$ cat src/rtl/f_min_select.sv
// Streaming minimum search over groups of N IEEE-754 doubles.
// Reports the group minimum and its arrival index one cycle after the Nth sample.
module f_min_select #(
  parameter  int N         = 8,
  localparam int IDX_WIDTH = $clog2(N) + 1
) (
  input  logic                 clk,
  input  logic                 rst_n,
  input  logic [63:0]          F_value,
  input  logic                 F_value_tvalid,
  input  logic                 group_clr,
  output logic [63:0]          best_value,
  output logic [IDX_WIDTH-1:0] best_idx,
  output logic                 best_tvalid,
  output logic                 busy
);

  typedef enum logic {
    IDLE  = 1'b0,
    ACCUM = 1'b1
  } state_t;

  localparam logic [IDX_WIDTH-1:0] LAST_IDX = IDX_WIDTH'(N - 1);
  localparam logic [63:0]          SIGN_BIT = 64'h8000_0000_0000_0000;

  state_t               state, state_nxt;
  logic [IDX_WIDTH-1:0] cnt;
  logic [IDX_WIDTH-1:0] run_idx;
  logic [63:0]          run_best;

  // Order-preserving integer key; -0.0 folded onto +0.0 so the two tie.
  function automatic logic [63:0] fkey(input logic [63:0] b);
    logic [63:0] n;
    n = (b == SIGN_BIT) ? '0 : b;
    return n[63] ? ~n : (n ^ SIGN_BIT);
  endfunction

  function automatic logic is_nan(input logic [63:0] b);
    return (&b[62:52]) && (|b[51:0]);
  endfunction

  logic sample_nan;
  logic best_nan;
  logic take;
  logic last_sample;

  always_comb begin
    sample_nan  = is_nan(F_value);
    best_nan    = is_nan(run_best);
    take        = !sample_nan && (best_nan || (fkey(F_value) < fkey(run_best)));
    last_sample = (state == ACCUM) && (cnt == LAST_IDX);
  end

  always_ff @(posedge clk or negedge rst_n) begin
    if (!rst_n) state <= IDLE;
    else        state <= state_nxt;
  end

  always_comb begin
    state_nxt = state;
    if (group_clr) begin
      state_nxt = IDLE;
    end else if (F_value_tvalid) begin
      case (state)
        IDLE:    state_nxt = ACCUM;
        ACCUM:   if (last_sample) state_nxt = IDLE;
        default: state_nxt = IDLE;
      endcase
    end
  end

  always_ff @(posedge clk or negedge rst_n) begin
    if (!rst_n) begin
      cnt         <= '0;
      run_best    <= '0;
      run_idx     <= '0;
      best_value  <= '0;
      best_idx    <= '0;
      best_tvalid <= 1'b0;
    end else begin
      best_tvalid <= 1'b0;
      if (group_clr) begin
        cnt <= '0;
      end else if (F_value_tvalid) begin
        if (state == IDLE) begin
          run_best <= F_value;
          run_idx  <= '0;
          cnt      <= IDX_WIDTH'(1);
        end else if (last_sample) begin
          // Final compare goes straight to the outputs; the running best is dead.
          best_value  <= take ? F_value : run_best;
          best_idx    <= take ? cnt : run_idx;
          best_tvalid <= 1'b1;
          cnt         <= '0;
        end else begin
          if (take) begin
            run_best <= F_value;
            run_idx  <= cnt;
          end
          cnt <= cnt + IDX_WIDTH'(1);
        end
      end
    end
  end

  assign busy = (state == ACCUM);

endmodule

$ cat config.mk
export PLATFORM = sky130hd
export DESIGN_NAME = f_min_select
export DESIGN_NICKNAME = d
export VERILOG_FILES = /design/src/rtl/f_min_select.sv
export SDC_FILE = /design/constraint.sdc
export NUM_CORES = 1
export LEC_CHECK = 0
export CAP_MARGIN = 40
export CORE_UTILIZATION = 45
export CTS_BUF_LIST = sky130_fd_sc_hd__clkbuf_2
export DETAILED_ROUTE_END_ITERATION = 10
export MAX_ROUTING_LAYER = met4
export PLACE_DENSITY = 0.68
export SETUP_SLACK_MARGIN = 0.15
export SLEW_MARGIN = 20
export SYNTH_ARGS = -nofsm -noshare
export SYNTH_HDL_FRONTEND = slang
export SYNTH_SLANG_ARGS = --single-unit
$ cat constraint.sdc
create_clock -name clk -period 12.6 [get_ports clk]
set_input_delay 1.89 -clock clk [delete_from_list [all_inputs] [get_ports clk]]
set_output_delay 1.89 -clock clk [all_outputs]
set_load 0.05 [all_outputs]
## Yosys cells after proc, flatten, opt, wreduce, memory -nomap -nowiden

Index checks and enable logic that the tools add are counted.

| storage, ports and cells | value |
|---|---|
| bits in registers | 142 |
| bits of input ports | 68 |
| output and inout bits | 70 |
| logic and storage cells | 54 |

| operators by class | value |
|---|---|
| add/subtract/negate cells | 1 |
| $lt $le $gt $ge | 1 |
| equality and inequality tests | 4 |
| mux-type cells | 22 |
| bitwise gates (word level) | 6 |
| reduce and logical (&&, ||, !) cells | 13 |

Operator list:

| operator | count |
|---|---|
| $mux 64 | 7 |
| $eq 64x64->1 const B | 2 |
| $not 64->64 | 2 |
| $reduce_or 52->1 | 2 |
| $lt 64x64->1 | 1 |
| $mux 4 | 7 |
| $reduce_and 11->1 | 2 |
| $mux 1 | 7 |
| $add 4x1->4 const B | 1 |
| $eq 4x3->1 const B | 1 |
| $logic_and 1x1->1 | 4 |
| $not 1->1 | 4 |
| $reduce_and 4->1 | 1 |
| $reduce_and 3->1 | 1 |
| $ne 2x2->1 const B | 1 |
| $pmux 1 s2 | 1 |
| $reduce_bool 2->1 | 1 |
| $logic_not 1->1 | 1 |
| $logic_or 1x1->1 | 1 |

## Depth between registers and ports, before layout

| logic depth | value |
|---|---|
| word-level depth | 10 |
| mapped depth | 19 |
| mapped depth without buffers | 15 |

## Worst setup path before layout

No wires, ideal clock.

| timing path | value |
|---|---|
| path kind | input to register |
| start | input port F_value[20] |
| end | register run_best[44] |
| setup time | 127 ps |
| arrival | 6117 ps |
| required time | 12473 ps |
| slack | 6356 ps |
| stages | 19 |
| path buffers | 4 |
| path through | nor4_1 > nand4_1 > or4_4 > nor2_1 > clkbuf_1 > nor2_1 > ha_1 > a21o_1 > a21o_1 > a2111oi_0 > a2111o_1 > a41o_1 > nand3_1 > a221oi_2 > buf_4 > o21a_1 > buf_6 > buf_6 > mux2_1 |

| between the ends | value |
|---|---|
| cells in the longest elaborated chain, start to end | 10 |
| elaborated cells between the ends (all ways) | 14 |
| classes of those cells | order compare (1); eq/ne (1); mux (5); bitwise (2); reduce/logical (5) |

RTL lines:

| element | RTL line | text |
|---|---|---|
| start, declared | 9 | `input logic [63:0] F_value,` |
| $eq 64x64->1 | 34 | `n = (b == SIGN_BIT) ? '0 : b;` |
| $mux 64 | 34 |  |
| $not 64->64 or $not 1->1 (tied branches) | n/a |  |
| $mux 64 | 35 | `return n[63] ? ~n : (n ^ SIGN_BIT);` |
| $lt 64x64->1 | 50 | `take = !sample_nan && (best_nan \|\| (fkey(F_value) < fkey(run_best)));` |
| $logic_or 1x1->1 | 50 |  |
| $logic_and 1x1->1 * | 50 |  |
| $mux 64 * (3 in a row) | n/a |  |
| end signal, assigned | 86 | `run_best <= F_value;` |
| end signal, assigned | 97 | `run_best <= F_value;` |
| end, declared | 29 | `logic [63:0] run_best;` |

Mark *: on every way between the ends. The rest lies on a longest branch, timed or not. The select of a mux whose other input is x is not followed.
A chain may end at the register's enable or synchronous reset.

## Final worst setup path

| timing path | value |
|---|---|
| start | input port F_value[0] |
| end | register best_value[19] |

| between the ends | value |
|---|---|
| cells in the longest elaborated chain, start to end | 8 |
| elaborated cells between the ends (all ways) | 12 |
| classes of those cells | order compare (1); eq/ne (1); mux (3); bitwise (2); reduce/logical (5) |

RTL lines:

| element | RTL line | text |
|---|---|---|
| $eq 64x64->1 | 34 |  |
| $mux 64 | 34 |  |
| $not 64->64 or $not 1->1 (tied branches) | n/a |  |
| $mux 64 | 35 |  |
| $lt 64x64->1 | 50 |  |
| $logic_or 1x1->1 | 50 |  |
| $logic_and 1x1->1 * | 50 |  |
| $mux 64 * | n/a |  |
| end signal, assigned | 91 | `best_value <= take ? F_value : run_best;` |
| end, declared | 12 | `output logic [63:0] best_value,` |

Mark *: on every way between the ends. The rest lies on a longest branch, timed or not.

==> summary.md <==
| Metric | Value |
|---|---|
| R2r startpoint | `run_best[1]$_DFFE_PN0P_` |
| DR WL/cell | `~16 um` |
| Hold Path End | `best_idx[2]$_DFFE_PN0P_` |
| P_sw | `599 uW` |
| Internal power | `925 uW` |
| # nets final | `about 1200` |
| Vias/cell | `roughly 5.3` |
| Root buffer cell | `clkbuf_2` |
| Vias in the first global route | `7382` |
| Post-DP HPWL | `16100 um` |
| Setup CP Type | `in2reg` |
| Routed Antenna Nets | `0` |
| Sequential group share of total power | `slightly below 40%` |
| R2R depth | `18` |
| Clk pwr share | `16.6%` |
| Slew @ Worst Pin | `0.726 ns` |
| GRT Util Overall | `22.5%` |
| Dominant synthesized flop cell | `dfrtp_1` |
| CTS tree | `yes` |
| Final Wtd Congestion | `0.824` |
| Status | `completed` |
| Worst slew margin | `approximately half` |
| P_leak | `0.00508 uW` |
| Simple-gate portion of the synthesized area | `between 15 and 20%` |
| Pin count of the biggest net entering global routing | `76` |
| Clk_skew | `0.0327 ns` |
| Initial core utilization | `46.3%` |
| Gate power share | `44.6%` |
| EDFF count, synth | `0` |
| Die width | `approximately 150 um` |
| Total wire length | `22500 um` |
| VDD IR max | `around 74 uV` |
| Area fraction of the dominant cell type after synthesis | `37.7%` |
| Area delta synth->final | `19.1%` |
| Total grt overflow | `0` |
| DR pass1 iterations | `5` |
| Clock Sinks | `between 100 and 150` |
| Post-synth ARST share | `between 90% and 100%` |
| First-pass GRT wire length | `~38000 um` |
| Setup slack, reg-to-reg | `~6.6 ns` |
| Die ar. | `21500 um2` |
| Die H | `147 um` |
| RSZ-0062 raised after global routing | `no` |
| Data required, critical path | `13.20 ns` |
| Worst min-delay path class | `reg2reg` |
| Synth Area in XOR/XNOR | `11.7%` |
| Syn Nets | `about 1100` |
| FF-to-FF End | `best_value[19]$_DFFE_PN0P_` |
| Initial antenna violation count | `3` |
| Ranking of synthesized cells by area | `dfrtp_1 (38%), ha_1 (8.4%), mux2i_1 (7.5%)` |
| Setup Buffers After CTS | `0` |
| Worst-path clk slew | `0.20 ns` |
| Hold_buf cts | `0` |
| Site row count | `52` |
| Ports | `138` |
| Util after Layout | `55.2%` |
| Layout cells sized above 1 | `4.50%` |
| Yosys cell types | `50` |
| Min-delay src | `best_idx[2]$_DFFE_PN0P_` |
| Initial detailed-routing violation count | `389` |
| Routed vias | `roughly 7400` |
| Syn Inst Count | `987` |
| Final Hold Vio Count | `0` |
| Crit path capture type | `flop` |
| Area of the multi-input gates | `around 5600 um2` |
| Mux cell area share after synthesis | `between 10% and 20%` |
| DRC | `0` |
| Final Critical Period | `between 7 and 8 ns` |
| Seq/Total Area, Yosys | `37.7%` |
| Max Slew Vio Count | `0` |
| Post-cts sizing count | `0` |
| CTS buffer count | `17` |
| Cell Area, Synth | `9430 um2` |
| Setup violators final | `0` |
| Clock Path Buffers | `2` |
| Core area | `approximately 20000 um2` |
| Worst hold stages | `2` |
| Synth warnings | `0` |
| Clock Latency Late Sink | `0.73 ns` |
| Fillers | `1872` |
| Synth Area in Compound Gates | `under 10%` |
| PD cells | `between 100 and 150 nW/um2` |
| Mean Syn Cell Area | `9.55 um2` |
| Setup_tns | `0 ns` |
| Post-Synth Adder-Cell Area | `8.47%` |
| Period utilization | `62.0%` |
| Sw Share | `39.3%` |
| Crit-path max FO | `38` |
| Arrival time worst endpoint | `~8.4 ns` |
| Max Cap Viol | `0` |
| Largest family of logic cells by synthesized area | `simple AND/OR/NAND/NOR gates` |
| Area leader, netlist | `dfrtp_1` |
| FF+latch area | `3560 um2` |
| Critical Path Start Type | `input port` |
| Fmax | `0.128 GHz` |
| Port buffer count | `137` |
| Register bit count reported by yosys | `142` |
| H-Tree Depth | `4` |
==> per-layer routing <==
| metal | GRT usage [%] | wire [um] |
|---|---|---|
| met4 | 8.23 | 289 |
| met5 | - | 0 |
| met1 | 30.6 | 11000 |
| met3 | 3.35 | 877 |
| met2 | 34.1 | 10300 |
==> flip-flops by register name, indices dropped and copies added, names as in the netlist <==
name	count
best_tvalid	1
run_best	64
cnt	4
run_idx	4
busy	1
best_idx	4
best_value	64
==> per-stage QoR <==
| stage | worst slack, ns | power, uW | instances | hold WS [ns] | cell area (um2) |
|---|---|---|---|---|---|
| 2_1_floorplan | 6.36 | 1110 | 987 | 0.465 | 9430 |
| 3_3_place_gp | 4.04 | 1260 | 1345 | 0.449 | 10900 |
| 3_5_place_dp | 3.98 | 1280 | 1350 | 0.457 | 11000 |
| 4_1_cts | 4.80 | 1540 | 1380 | 0.500 | 11200 |
| 5_1_grt | 4.33 | 1650 | 1383 | 0.534 | 11200 |
| 6_report | 4.79 | 1520 | 1383 | 0.492 | 11200 |
==> synth_stat cells, types with 2 or more instances <==
| cell | number |
|---|---|
| nand2_1 | 157 |
| dfrtp_1 | 142 |
| o21ai_0 | 83 |
| nor2_1 | 80 |
| mux2i_1 | 71 |
| ha_1 | 63 |
| mux2_1 | 63 |
| xnor2_1 | 63 |
| xor2_1 | 63 |
| clkbuf_1 | 35 |
| nor4_1 | 34 |
| nand4_1 | 21 |
| a21oi_1 | 15 |
| nand3_1 | 14 |
| a21o_1 | 8 |
| buf_4 | 7 |
| buf_1 | 6 |
| inv_1 | 6 |
| a211oi_1 | 5 |
| buf_8 | 5 |
| o211ai_1 | 5 |
| nand2b_1 | 4 |
| nor3_1 | 4 |
| a22o_1 | 2 |
| a31oi_1 | 2 |
| and3_1 | 2 |
| buf_6 | 2 |
| o21ai_1 | 2 |
| or4_1 | 2 |
==> cells by family after synthesis <==
group,Yosys count
XOR/XNOR,126
AO/OA/AOI/OAI,134
AND/OR/NAND/NOR,325
buffers and inverters,62
flip-flops,142
adder cells (fa/ha/maj),64
multiplexers,134
==> placed cells by master (no fill, tap or decap), drive strengths merged, types with 2 or more instances in the layout <==
master         netlist  final
a211oi               5      5
a21o                 8      8
a21oi               15     15
a22o                 2      2
a31oi                2      2
and3                 2      2
buf                 21     14
bufinv               0      2
clkbuf              35     20
clkdlybuf4s50        0    135
clkinv               0      7
dfrtp              142    142
diode                0      3
ha                  63     63
inv                  6      6
mux2                63     63
mux2i               71     71
nand2              157    157
nand2b               4      4
nand3               14     14
nand4               21     21
nor2                80     80
nor3                 4      4
nor4                35     35
o211ai               5      5
o21ai               86     86
or4                  3      3
xnor2               63     63
xor2                63     63
==> how the worst max path moves through the flow <==
stage	endpoint	slack, ns	startpoint	cells after the start
final	best_value[19]$_DFFE_PN0P_	4.79	F_value[0]	19
after global placement	best_value[0]$_DFFE_PN0P_	4.04	F_value[0]	19
after floorplan	run_best[44]$_DFFE_PN0P_	6.36	F_value[20]	19
after global routing	best_value[3]$_DFFE_PN0P_	4.33	F_value[0]	19
after detailed placement	best_value[19]$_DFFE_PN0P_	3.98	F_value[0]	19
after CTS	best_value[19]$_DFFE_PN0P_	4.80	F_value[0]	19
==> critical path: stages <==
cell and delay (ns):
clkdlybuf4s50_1 0.51, nor4_1 0.48, nand4_1 0.21, or4_4 0.62
nor2_4 0.60, buf_4 0.42, nor2_1 0.09, ha_1 0.32
a21o_1 0.16, a21o_1 0.19, a2111oi_0 0.58, a2111o_1 0.23
a41o_1 0.09, nand3_1 0.11, a221oi_4 0.26, buf_4 0.54
buf_4 0.64, mux2i_1 0.28, o21ai_0 0.09
==> area by class of cell <==
| type | count | share of cell area [%] |
|---|---|---|
| Antenna cell | 3 | 0.0668 |
| Clock buffer | 20 | 0.891 |
| Clock inverter | 10 | 0.880 |
| Inverter | 6 | 0.200 |
| Multi-Input combinational cell | 783 | 49.6 |
| Sequential cell | 142 | 31.7 |
| Tap cell | 270 | 3.01 |
| Timing Repair Buffer | 149 | 13.7 |
==> power by group through the flow <==
stage                     combinational [uW]  clock (uW)  sequential [uW]
after floorplan                          543           0              565
after global routing                     772         283              599
after CTS                                686         263              589
final                                    680         254              590
after global placement                   649           0              607
after detailed placement                 679           0              598
Power figures use the tool's default switching activity.
